[config.mk]
export PLATFORM = sky130hd
export DESIGN_NAME = nvram_backup_ctrl
export DESIGN_NICKNAME = d
export VERILOG_FILES = /design/src/rtl/nvram_backup_pkg.sv /design/src/rtl/nvram_backup_ctrl_edge_det.sv /design/src/rtl/nvram_backup_ctrl.sv
export SDC_FILE = /design/constraint.sdc
export NUM_CORES = 1
export LEC_CHECK = 0
export ABC_AREA = 1
export CORE_UTILIZATION = 51
export CTS_CLUSTER_DIAMETER = 150
export DETAILED_ROUTE_END_ITERATION = 16
export PLACE_DENSITY = 0.81
export SLEW_MARGIN = 20
export SYNTH_ARGS = -nofsm -noshare
export SYNTH_HDL_FRONTEND = slang
export SYNTH_HIERARCHICAL = 1
export SYNTH_SLANG_ARGS = --single-unit
[constraint.sdc]
create_clock -name clk_sys -period 2.3 [get_ports clk_sys]
set_input_delay 0.69 -clock clk_sys [delete_from_list [all_inputs] [get_ports clk_sys]]
set_output_delay 0.69 -clock clk_sys [all_outputs]
set_load 0.005 [all_outputs]
[src/rtl/nvram_backup_pkg.sv]
// nvram_backup_pkg: shared FSM state codes, transfer op type and sector sizing helper for nvram_backup_ctrl
package nvram_backup_pkg;
  localparam logic [1:0] IDLE      = 2'd0;
  localparam logic [1:0] REQ       = 2'd1;
  localparam logic [1:0] ACK_WAIT  = 2'd2;
  localparam logic [1:0] DONE_WAIT = 2'd3;
  typedef enum logic {OP_LOAD = 1'b0, OP_SAVE = 1'b1} op_e;
  localparam int SECTOR_BYTES = 512;
  function automatic logic [63:0] sectors_of(input logic [63:0] bytes);
    return (bytes >> $clog2(SECTOR_BYTES)) + {63'd0, |(bytes & 64'(SECTOR_BYTES - 1))};
  endfunction
endpackage

[src/rtl/nvram_backup_ctrl_edge_det.sv]
// edge_det: registered previous-value edge detector; rise/fall are valid in the cycle the input changes
module edge_det (
  input  logic clk,
  input  logic rst,
  input  logic d,
  output logic rise,
  output logic fall
);
  logic d_q;
  always_ff @(posedge clk or posedge rst)
    if (rst) d_q <= 1'b0;
    else d_q <= d;
  assign rise = d & ~d_q;
  assign fall = ~d & d_q;
endmodule

[src/rtl/nvram_backup_ctrl.sv]
// nvram_backup_ctrl: sequences multi-sector NVRAM load/save over the HPS sector interface.
// Optional ack watchdog enabled by defining NVRAM_BACKUP_TIMEOUT_EN.
module nvram_backup_ctrl
  import nvram_backup_pkg::*;
#(
  parameter int NUM_SECTORS    = 64,
  parameter int SECT_W         = 8,
  parameter int LBA_W          = 32,
  parameter int TIMEOUT_CYCLES = 50000000
) (
  input  logic              clk_sys,
  input  logic              reset,
  input  logic              download,
  input  logic              img_mounted,
  input  logic              img_readonly,
  input  logic [63:0]       img_size,
  input  logic              load_req,
  input  logic              save_req,
  input  logic              autosave_en,
  input  logic              osd_status,
  input  logic              nvram_we,
  input  logic              sd_ack,
  output logic [LBA_W-1:0]  sd_lba,
  output logic              sd_rd,
  output logic              sd_wr,
  output logic [SECT_W-1:0] sect_idx,
  output logic              bk_ena,
  output logic              bk_loading,
  output logic              bk_busy,
  output logic              bk_pending,
  output logic              bk_error
);
  localparam int CW = SECT_W + 1;
  logic [1:0] state_q, state_d;
  op_e op_q, op_d;
  logic [SECT_W-1:0] idx_q, idx_d, last_q, last_d;
  logic rd_q, rd_d, wr_q, wr_d, busy_q, busy_d, loading_q, loading_d;
  logic ena_q, ena_d, pend_q, pend_d;
  logic lr_rise, sr_rise, dl_rise, dl_fall, ack_rise, ack_fall, as_rise;
  logic lr_unused_fall, sr_unused_fall, as_unused_fall;
  logic [63:0] img_sect;
  logic [CW-1:0] load_n;
  logic idle, go_load, go_save;
  edge_det u_lr  (.clk(clk_sys), .rst(reset), .d(load_req), .rise(lr_rise), .fall(lr_unused_fall));
  edge_det u_sr  (.clk(clk_sys), .rst(reset), .d(save_req), .rise(sr_rise), .fall(sr_unused_fall));
  edge_det u_dl  (.clk(clk_sys), .rst(reset), .d(download), .rise(dl_rise), .fall(dl_fall));
  edge_det u_ack (.clk(clk_sys), .rst(reset), .d(sd_ack), .rise(ack_rise), .fall(ack_fall));
  edge_det u_as  (.clk(clk_sys), .rst(reset), .d(pend_q & osd_status & autosave_en),
                  .rise(as_rise), .fall(as_unused_fall));
  // Partial images load only the sectors they cover, never more than a full backup
  assign img_sect = sectors_of(img_size);
  assign load_n   = (img_sect > 64'(NUM_SECTORS)) ? CW'(NUM_SECTORS) : img_sect[CW-1:0];
  assign idle     = state_q == IDLE;
  assign go_load  = idle & ena_q & (lr_rise | dl_fall) & (load_n != '0);
  assign go_save  = idle & ena_q & ~go_load & (sr_rise | as_rise);
`ifdef NVRAM_BACKUP_TIMEOUT_EN
  logic [31:0] cnt_q, cnt_d;
  logic err_q, err_d;
`else
  localparam int unused_timeout = TIMEOUT_CYCLES;
`endif
  always_comb begin
    state_d   = state_q;
    op_d      = op_q;
    idx_d     = idx_q;
    last_d    = last_q;
    rd_d      = rd_q;
    wr_d      = wr_q;
    busy_d    = busy_q;
    loading_d = loading_q;
    ena_d     = (download & img_mounted & ~img_readonly) ? 1'b1 : dl_rise ? 1'b0 : ena_q;
    pend_d    = (ena_q & ~osd_status & nvram_we) ? 1'b1 : go_save ? 1'b0 : pend_q;
`ifdef NVRAM_BACKUP_TIMEOUT_EN
    cnt_d     = (state_q == ACK_WAIT || state_q == DONE_WAIT) ? cnt_q + 1'b1 : '0;
    err_d     = err_q;
`endif
    if (go_load || go_save) begin
      state_d   = REQ;
      op_d      = go_load ? OP_LOAD : OP_SAVE;
      idx_d     = '0;
      last_d    = go_load ? SECT_W'(load_n - 1'b1) : SECT_W'(NUM_SECTORS - 1);
      busy_d    = 1'b1;
      loading_d = go_load;
`ifdef NVRAM_BACKUP_TIMEOUT_EN
      err_d     = 1'b0;
`endif
    end else if (state_q == REQ) begin
      rd_d    = op_q == OP_LOAD;
      wr_d    = op_q == OP_SAVE;
      state_d = ACK_WAIT;
    end else if (state_q == ACK_WAIT && ack_rise) begin
      rd_d    = 1'b0;
      wr_d    = 1'b0;
      state_d = DONE_WAIT;
    end else if (state_q == DONE_WAIT && ack_fall) begin
      state_d   = (idx_q == last_q) ? IDLE : REQ;
      busy_d    = idx_q != last_q;
      loading_d = (idx_q != last_q) & loading_q;
      idx_d     = (idx_q == last_q) ? idx_q : idx_q + 1'b1;
    end
`ifdef NVRAM_BACKUP_TIMEOUT_EN
    if (cnt_d == 32'(TIMEOUT_CYCLES)) begin
      state_d   = IDLE;
      rd_d      = 1'b0;
      wr_d      = 1'b0;
      busy_d    = 1'b0;
      loading_d = 1'b0;
      err_d     = 1'b1;
    end
`endif
  end
  always_ff @(posedge clk_sys or posedge reset)
    if (reset) begin
      state_q   <= IDLE;
      op_q      <= OP_LOAD;
      idx_q     <= '0;
      last_q    <= '0;
      rd_q      <= 1'b0;
      wr_q      <= 1'b0;
      busy_q    <= 1'b0;
      loading_q <= 1'b0;
      ena_q     <= 1'b0;
      pend_q    <= 1'b0;
    end else begin
      state_q   <= state_d;
      op_q      <= op_d;
      idx_q     <= idx_d;
      last_q    <= last_d;
      rd_q      <= rd_d;
      wr_q      <= wr_d;
      busy_q    <= busy_d;
      loading_q <= loading_d;
      ena_q     <= ena_d;
      pend_q    <= pend_d;
    end
`ifdef NVRAM_BACKUP_TIMEOUT_EN
  always_ff @(posedge clk_sys or posedge reset)
    if (reset) begin
      cnt_q <= '0;
      err_q <= 1'b0;
    end else begin
      cnt_q <= cnt_d;
      err_q <= err_d;
    end
  assign bk_error = err_q;
`else
  assign bk_error = 1'b0;
`endif
  assign sd_lba     = LBA_W'(idx_q);
  assign sect_idx   = idx_q;
  assign sd_rd      = rd_q;
  assign sd_wr      = wr_q;
  assign bk_ena     = ena_q;
  assign bk_loading = loading_q;
  assign bk_busy    = busy_q;
  assign bk_pending = pend_q;
endmodule

==> flow_summary.ini, run 1 <==
[placed_design]
place_inst = 1262
gp_congestion = 1.08
post_dp_cell_area_um2 = 7260
hpwlAfterDp_mm = 15.3
pre_cts_ws_ps = -2050
port_buffers = 96

[clock_network]
cts_buffer_depth = 2
cts_root_buffer = clkbuf_8
cts_hold_buffers = 0
cts.sinks = 30
cts_buffers = 5
htreeDepth = 2

[global_route]
grt_start_max_net_pins = 31
grt-ovfl-total = 138
grt_usage = 0.765

[floorplan]
die_y_um = 97.3
pin_count = 122
rows = 34
start_util = 0.528
chipWidth_um = 97.3

[outcome]
error = [ERROR GRT-0232] Routing congestion too high. Check the congestion heatmap in the GUI.
lastStage = 5_1_grt
status = aborted with a tool error

[timing]
worst_endpoint_kind = register data pin
worst_endpoint = sect_idx[0]$_DFFE_PP0P_/D

[logic_synthesis]
ys_warn_count = 6
synth_area_um2 = 4630
syn_inst = 859
avgSynthCellArea_um2 = 5.39
## stage by stage
step / hold slack (ps) / util / setup TNS (ps)
3_5_place_dp: 498 / 0.828 / -44190
4_1_cts: 512 / 0.897 / -28500
2_1_floorplan: 419 / - / -26850
3_3_place_gp: 470 / 0.828 / -41130
## per-layer routing
metal | GRT overflow | track usage
met5 | 0 | 0.0934
met4 | 55 | 0.870
met3 | 2 | 0.542
met2 | 79 | 0.990
met1 | 2 | 0.733
## what timing repair did
| item | 4_1_cts |
|---|---|
| buffers inserted | 28 |
| gates cloned | 3 |
| resized for setup | 129 |
| pin swaps | 54 |
| setup endpoints to repair | 22 |
==> inputs of run 2 (changes only) <==
--- a/config.mk
+++ b/config.mk
@@ -6,10 +6,9 @@
 export NUM_CORES = 1
 export LEC_CHECK = 0
 export ABC_AREA = 1
-export CORE_UTILIZATION = 51
-export CTS_CLUSTER_DIAMETER = 150
+export CORE_UTILIZATION = 40
 export DETAILED_ROUTE_END_ITERATION = 16
-export PLACE_DENSITY = 0.81
+export PLACE_DENSITY_LB_ADDON = 0.15
 export SLEW_MARGIN = 20
 export SYNTH_ARGS = -nofsm -noshare
 export SYNTH_HDL_FRONTEND = slang
==> flow_summary.ini, run 2 <==
[clock_network]
cts_buffers = 5
cts_hold_buffers = 0
htreeDepth = 2
cts_buffer_depth = 2
cts_tree = done
cts_root_buffer = clkbuf_16
clk_pin_slew_worst_paths_ps = 50
cts.sinks = 30
clock_latency_ps = 280

[placed_design]
gp_congestion = 0.944
place_inst = 1287
port_buffers = 96
hpwlAfterDp_mm = 14.2

[critical_path]
cpLargestDelayFamily = simple AND/OR/NAND/NOR gates
critPathKind = primary input to register
cp_common_cell = nand2_1
reg2reg_slack_ps = 200
critPathMaxStageDelay_ps = 510
crit_fanout = 5
worst-endpoint-arrival_ps = 3890
path_buf_inv = 4
slowest_stage = clkdlybuf4s50_1
cp-end-kind = register
crit_path_start_kind = primary input
crit_chain = clkdlybuf4s50_1 -> nand2_1 -> nor2_1 -> buf_4 -> nand2_1 -> nor2_1 -> nand2_2 -> nor2_2 -> nand2_1 -> nand2_1 -> nand3_1 -> nor2_1 -> nand2_1 -> nor2_4 -> nand3_2 -> ha_4 -> nand4_1 -> nor2_1 -> nand4_1 -> nand3_4 -> buf_12 -> buf_12 -> nand4_1 -> nand2_1
cp.required_ps = 2460

[pwr]
p_total_mw = 2.63
peakVddDrop_mv = 0.775
power_density_nw_per_um2 = 331
p_leak_nw = 4.01

[timing]
setup_viol = 22
skew_ps = 5.56
fmax_ghz = 0.268
worst_slack_ps = -1430
maxSlewViolCount = 0
period_share = 1.62
hold_violations = 0
rsz0062_at_grt = yes
layout_min_cycle_time_ps = 3730
relSlewSlack = 0.590
worst_pin_slew_ps = 610

[outcome]
violations = negative setup slack
status = finished with violations

[flow_run]
maxCapViolations = 0

[detailed_routing]
avgViaCountPerCell = 4.90
drt-total-wl_mm = 17.7
first_pass_iters = 5
top_layer = met4
wl_met1_mm = 7.82
drt_iter0_drc = 475
wl_met2_mm = 8.05
drc = 0
wl_met3_mm = 1.39
wl_per_cell_um = 13.4
ant_nets = 0
dr_total_vias = 6477

[floorplan]
start_util = 0.418
chipWidth_um = 110
core_um2 = 11100
pin_count = 122
die_y_um = 110
dieArea_um2 = 12000
rows = 38

[layout]
drive_above_1_share = 0.295
area_growth_pct = 71.4
diodes = 0
final_common_cell = nand2_1
num-fill-cells = 987
instances_no_fill = 1323
layout_common_cells = 275 x nand2_1, 222 x buf_4, 141 x nor2_1, 109 x inv_1, 80 x clkdlybuf4s50_1
nets = 1261

[global_route]
grt_start_max_net_pins = 31
grt_pass1_vias = 5991
antenna_found_initial = 0
grt-ovfl-total = 0
grt_pass1_wl_mm = 28.3
grt_usage = 0.305

[logic_synthesis]
ys_warn_count = 6
syn_inst = 859
avgSynthCellArea_um2 = 5.39
synth_area_um2 = 4630

[min_path]
hold_class = register to register
[run 2: cell type report]
cell class | instances | area, um2 | area share
inverters | 115 | 432 | 0.0544
multi-input cells | 699 | 3580 | 0.451
repair buffers | 331 | 2840 | 0.359
well taps | 140 | 175 | 0.0221
clock buffers | 6 | 139 | 0.0175
clock inverters | 2 | 12.5 | 0.00158
flip-flops and latches | 30 | 751 | 0.0946
[run 2: per-layer routing]
metal	global-route usage	vias to the layer above
met3	0.0302	35
met5	0	-
met1	0.426	2870
li1	-	3309
met2	0.494	263
met4	0.0933	0
[run 2: path summary, 6_finish.rpt]
check / startpoint / endpoint / cells after the start
max: img_size[32] / sect_idx[3] / 24
min: sd_rd / sd_rd / 2
max reg2reg: sect_idx[2] / state_q[0] / 11
min reg2reg: sd_rd / sd_rd / 2
max in group asynchronous: reset / last_q[7] / 3
min in group asynchronous: reset / u_lr/d_q / 2
[run 2: report_power, final]
group	switching, mW	total, mW	internal [mW]
sequential	0.106	0.745	0.639
clock	0.238	0.666	0.428
combinational	0.556	1.22	0.660
[run 2: metrics by stage]
step / TNS, ps / setup slack [ps] / util / hold WS, ps / area, um2
2_1_floorplan: -26850 / -1260 / - / 419 / 4810
6_report: -30600 / -1430 / 0.716 / 490 / 7930
3_5_place_dp: -45760 / -2110 / 0.654 / 478 / 7240
5_1_grt: -34970 / -1640 / 0.716 / 502 / 7930
3_3_place_gp: -42360 / -1960 / 0.654 / 470 / 7240
4_1_cts: -30590 / -1440 / 0.694 / 493 / 7690
[run 2: worst min-delay path: stages (launching register included)]
cell,delay [ps]
dfrtp_1,340
nand2_1,60
o31ai_1,50
[run 2: timing repair]
item | 4_1_cts | 5_1_grt
gates resized for setup | 57 | 56
pin swaps | 30 | 39
cloned | 3 | 1
buffers inserted | 18 | 9
endpoints found under the hold margin | 0 | 0
setup endpoints to repair | 22 | 22
No activity file was read; power rests on OpenSTA's default activity.
==> inputs of run 3 (changes only) <==
==> constraint.sdc (replaced) <==
create_clock -name clk_sys -period 4.1 [get_ports clk_sys]
set_input_delay 1.23 -clock clk_sys [delete_from_list [all_inputs] [get_ports clk_sys]]
set_output_delay 1.23 -clock clk_sys [all_outputs]
set_load 0.005 [all_outputs]
==> flow_summary.ini, run 3 (synthesized netlist as in run 2, its figures left out) <==
[detailed_routing]
drt_iter0_drc = 477
first_pass_iters = 5
dr_total_vias = 6452
ant_nets = 0
avgViaCountPerCell = 4.95
wl_per_cell_um = 13.8
drc = 0
drt-total-wl_mm = 18.0

[critical_path]
critPathKind = primary input to register
reg2reg_depth = 10
slowest_stage = clkdlybuf4s50_1
crit_path_start_kind = primary input
reg2reg_to = state_q[0]
cp_common_cell = nand2_1
path_depth = 21
crit_fanout = 7
cpLargestDelayFamily = simple AND/OR/NAND/NOR gates
crit_chain = clkdlybuf4s50_1 -> nand2_1 -> nor2_1 -> nand2_1 -> nor2_1 -> buf_4 -> nand2_2 -> xor2_2 -> nand2_1 -> nor2_2 -> nand3_2 -> nor2_4 -> nand3_2 -> ha_4 -> nand4_1 -> nor2_1 -> nand4_1 -> nand3_4 -> buf_8 -> nand4_1 -> nand2_1
reg2reg_from = sect_idx[3]
worst-endpoint-arrival_ps = 4400
cp-end-kind = register
reg2reg_slack_ps = 1440
critPathMaxStageDelay_ps = 540
path_buf_inv = 3
crit_path_start = img_size[35]
crit_end = sect_idx[3]
cp.required_ps = 4260

[clock_network]
clk_pin_slew_worst_paths_ps = 60
cts_buffer_depth = 2
cts_root_buffer = clkbuf_16
cts_tree = done
cts_hold_buffers = 0
htreeDepth = 2
cts.sinks = 30
clock_latency_ps = 280
cts_buffers = 5

[global_route]
grt_usage = 0.301
grt_start_max_net_pins = 26
grt-ovfl-total = 0
antenna_found_initial = 0
grt_pass1_wl_mm = 27.8
grt_pass1_vias = 5922

[timing]
relSlewSlack = 0.358
setup_viol = 22
rsz0062_at_grt = yes
worst_slack_ps = -139
hold_violations = 0
layout_min_cycle_time_ps = 4240
worst_pin_slew_ps = 962
maxSlewViolCount = 0
holdWs_ps = 509
fmax_ghz = 0.236
skew_ps = 7.11
period_share = 1.03

[layout]
multi_input_area_um2 = 3680
layout_common_cells = 259 x nand2_1, 202 x buf_4, 124 x nor2_1, 110 x inv_1, 69 x clkdlybuf4s50_1
num-fill-cells = 967
nets = 1241
final_common_cell = nand2_1
diodes = 0
area_growth_pct = 69.9
fin_area_um2 = 7870
drive_above_1_share = 0.315
register_area_um2 = 751

[floorplan]
dieArea_um2 = 12000
rows = 38
chipWidth_um = 110
core_um2 = 11100
pin_count = 122
die_y_um = 110
start_util = 0.418

[placed_design]
post_dp_cell_area_um2 = 7080
port_buffers = 96
pre_cts_ws_ps = -769
gp_congestion = 0.953
hpwlAfterDp_mm = 14.3

[pwr]
power_density_nw_per_um2 = 188
p_leak_nw = 3.98
peakVddDrop_mv = 0.253

[min_path]
hold_class = register to register
worstHoldPathCells = 2
min_from = sd_rd

[flow_run]
maxCapViolations = 0

[outcome]
violations = negative setup slack
status = finished with violations
## run 3: changes by cell type in the layout (fill, tap and decap cells not counted), moves of 11 or more
cell             before  now
buf_4               222  202
nor2_1              141  124
nand2_1             275  259
nor2_2               18   33
nand2_2              22   35
clkdlybuf4s50_1      80   69
## run 3: worst min-delay path, stage by stage (launching register included)
cell     delay [ps]
dfrtp_1         350
nand2_1          60
o31ai_1          60
## run 3: stage by stage
stage	power, mW	utilization	std cells	setup TNS (ps)
floorplan	0.703	-	883	-52.7
global placement	1.01	0.639	1271	-13820
detailed placement	1.01	0.639	1271	-15900
CTS	1.46	0.692	1297	-1.12
global route	1.57	0.710	1303	-6060
finish	1.48	0.710	1303	-2410
## run 3: layout make-up
cell class / instances / area share
inverters: 115 / 0.0549
well taps: 140 / 0.0223
multi-input cells: 699 / 0.469
repair buffers: 311 / 0.338
clock buffers: 5 / 0.0159
clock inverters: 3 / 0.00509
flip-flops and latches: 30 / 0.0955
## run 3: report_power, final
part,switching [mW],internal (mW),leakage [nW]
Clock,0.131,0.284,0.0836
Sequential,0.0604,0.358,0.359
Combinational,0.314,0.333,3.54
## run 3: per-layer routing
layer  vias to the layer above  routed length, um  global-route usage
li1                       3261                  -                   -
met1                      2891               7710               0.380
met2                       252               8390               0.527
met3                        48               1260              0.0451
met4                         0                601              0.0914
met5                         -                  0                   0
## run 3: worst min path at each step
stage	to	slack (ps)
floorplan	sd_rd	450
global placement	bk_pending	490
detailed placement	sd_rd	500
CTS	sd_rd	500
global route	sd_rd	540
finish	sd_rd	510
## run 3: what timing repair did
item / CTS / global route
setup buffers: 15 / 7
gates resized for setup: 106 / 68
pin swaps: 35 / 52
setup endpoints to repair: 22 / 22
cloned: 3 / 0
==> inputs of run 4 (changes only) <==
--- a/config.mk
+++ b/config.mk
@@ -6,6 +6,7 @@
 export NUM_CORES = 1
 export LEC_CHECK = 0
 export ABC_AREA = 1
+export CORE_MARGIN = 4
 export CORE_UTILIZATION = 40
 export DETAILED_ROUTE_END_ITERATION = 16
 export PLACE_DENSITY_LB_ADDON = 0.15
==> flow_summary.ini, run 4 (synthesized netlist as in run 2, its figures left out) <==
[timing]
fmax_ghz = 0.242
skew_ps = 7.08
hold_violations = 0
layout_min_cycle_time_ps = 4140
setup_viol = 17
fin_setup_tns_ps = -312
worst_slack_ps = -37.0
period_share = 1.01
relSlewSlack = 0.366
maxSlewViolCount = 0
rsz0062_at_grt = yes
worst_pin_slew_ps = 927

[floorplan]
pin_count = 122
die_y_um = 116
rows = 39
chipWidth_um = 116
start_util = 0.407
core_um2 = 11400
dieArea_um2 = 13400

[clock_network]
clk_pin_slew_worst_paths_ps = 50
cts_buffer_depth = 2
cts_hold_buffers = 0
htreeDepth = 2
clock_latency_ps = 280
cts_tree = done
cts_root_buffer = clkbuf_16
cts.sinks = 30
cts_buffers = 5

[detailed_routing]
drc = 0
first_pass_iters = 5
ant_nets = 0
wl_per_cell_um = 13.9
drt-total-wl_mm = 17.9
dr_total_vias = 6295
avgViaCountPerCell = 4.89
drt_iter0_drc = 340

[layout]
fin_area_um2 = 7610
nets = 1224
diodes = 0
register_area_um2 = 751
layout_common_cells = 270 x nand2_1, 186 x buf_4, 136 x nor2_1, 110 x inv_1, 73 x clkdlybuf4s50_1
multi_input_area_um2 = 3600
instances_no_fill = 1288
area_growth_pct = 64.4
num-fill-cells = 1093
drive_above_1_share = 0.284
fin_util = 0.670
final_common_cell = nand2_1

[critical_path]
critPathKind = primary input to register
cp-end-kind = register
crit_fanout = 8
worst-endpoint-arrival_ps = 4300
reg2reg_slack_ps = 1490
cp.required_ps = 4260
crit_path_start_kind = primary input

[global_route]
grt_pass1_vias = 5915
grt_pass1_wl_mm = 28.3
grt_start_max_net_pins = 26
antenna_found_initial = 0
grt-ovfl-total = 0
grt_usage = 0.266

[min_path]
hold_class = register to register

[outcome]
violations = negative setup slack
status = finished with violations

[placed_design]
post_dp_cell_area_um2 = 6960
hpwlAfterDp_mm = 14.8
place_inst = 1258
port_buffers = 96
gp_congestion = 0.966

[pwr]
peakVddDrop_mv = 0.238
p_total_mw = 1.48
p_leak_nw = 3.82
power_density_nw_per_um2 = 195

[flow_run]
maxCapViolations = 0
[run 4: cell types whose count changed in the layout (fill, tap and decap cells not counted), moves of 6 or more]
cell            before  now
buf_4              202  186
nand2_1            259  270
dlymetal6s2s_1       9    3
clkbuf_2             6    0
buf_2                1    7
nor2_1             124  136
nand2_2             35   25
nor2_2              33   25
[run 4: area by class of cell]
type                            count  share of cell area
Multi-Input combinational cell    699               0.473
Clock inverter                      1             0.00394
Sequential cell                    30              0.0986
Inverter                          115              0.0567
Timing Repair Buffer              294               0.326
Tap cell                          143              0.0235
Clock buffer                        6              0.0182
[run 4: worst paths after layout]
| kind | start | endpoint | cells past startpoint |
|---|---|---|---|
| worst min register to register | sd_rd | sd_rd | 2 |
| worst max-delay path | img_size[36] | sect_idx[2] | 21 |
| min in group asynchronous | reset | u_as/d_q | 2 |
| max in group asynchronous | reset | state_q[1] | 2 |
| worst min-delay path | sd_rd | sd_rd | 2 |
| worst max register to register | sect_idx[3] | state_q[0] | 10 |
[run 4: critical path, stage by stage]
cell and delay (ps):
clkdlybuf4s50_1 580, nand2_1 100, nor2_1 260, nand2_1 100, nor2_1 100, buf_4 140, nand2_2 50, xor2_1 210
nand2_1 90, nor2_2 100, nand3_2 110, nor2_4 160, nand3_2 120, ha_4 170, nand4_1 60, nor2_1 40
nand4_1 150, nand3_4 160, buf_6 210, nand4_1 80, nand2_1 60
[run 4: through the flow]
stage	setup WS, ps	hold WS, ps
2_1_floorplan	-7.90	447
3_3_place_gp	-703	488
3_5_place_dp	-823	496
4_1_cts	-3.02	511
5_1_grt	-256	531
6_report	-37.0	504
[run 4: routing by layer]
metal,vias to the layer above,GRT usage,share of wire
li1,3228,-,-
met1,2795,0.353,0.44
met2,234,0.466,0.47
met3,38,0.0334,0.068
met4,0,0.0548,0.025
met5,-,0,0
[run 4: timing repair]
item | CTS | global route
cloned | 3 | 0
setup endpoints to repair | 22 | 22
gates resized for setup | 106 | 37
pin swaps | 43 | 36
setup buffers | 15 | 5
[run 4: power by group]
group	switching (mW)	internal, mW	leakage [nW]
combinational	0.311	0.327	3.38
clock	0.126	0.299	0.0829
sequential	0.0612	0.358	0.359
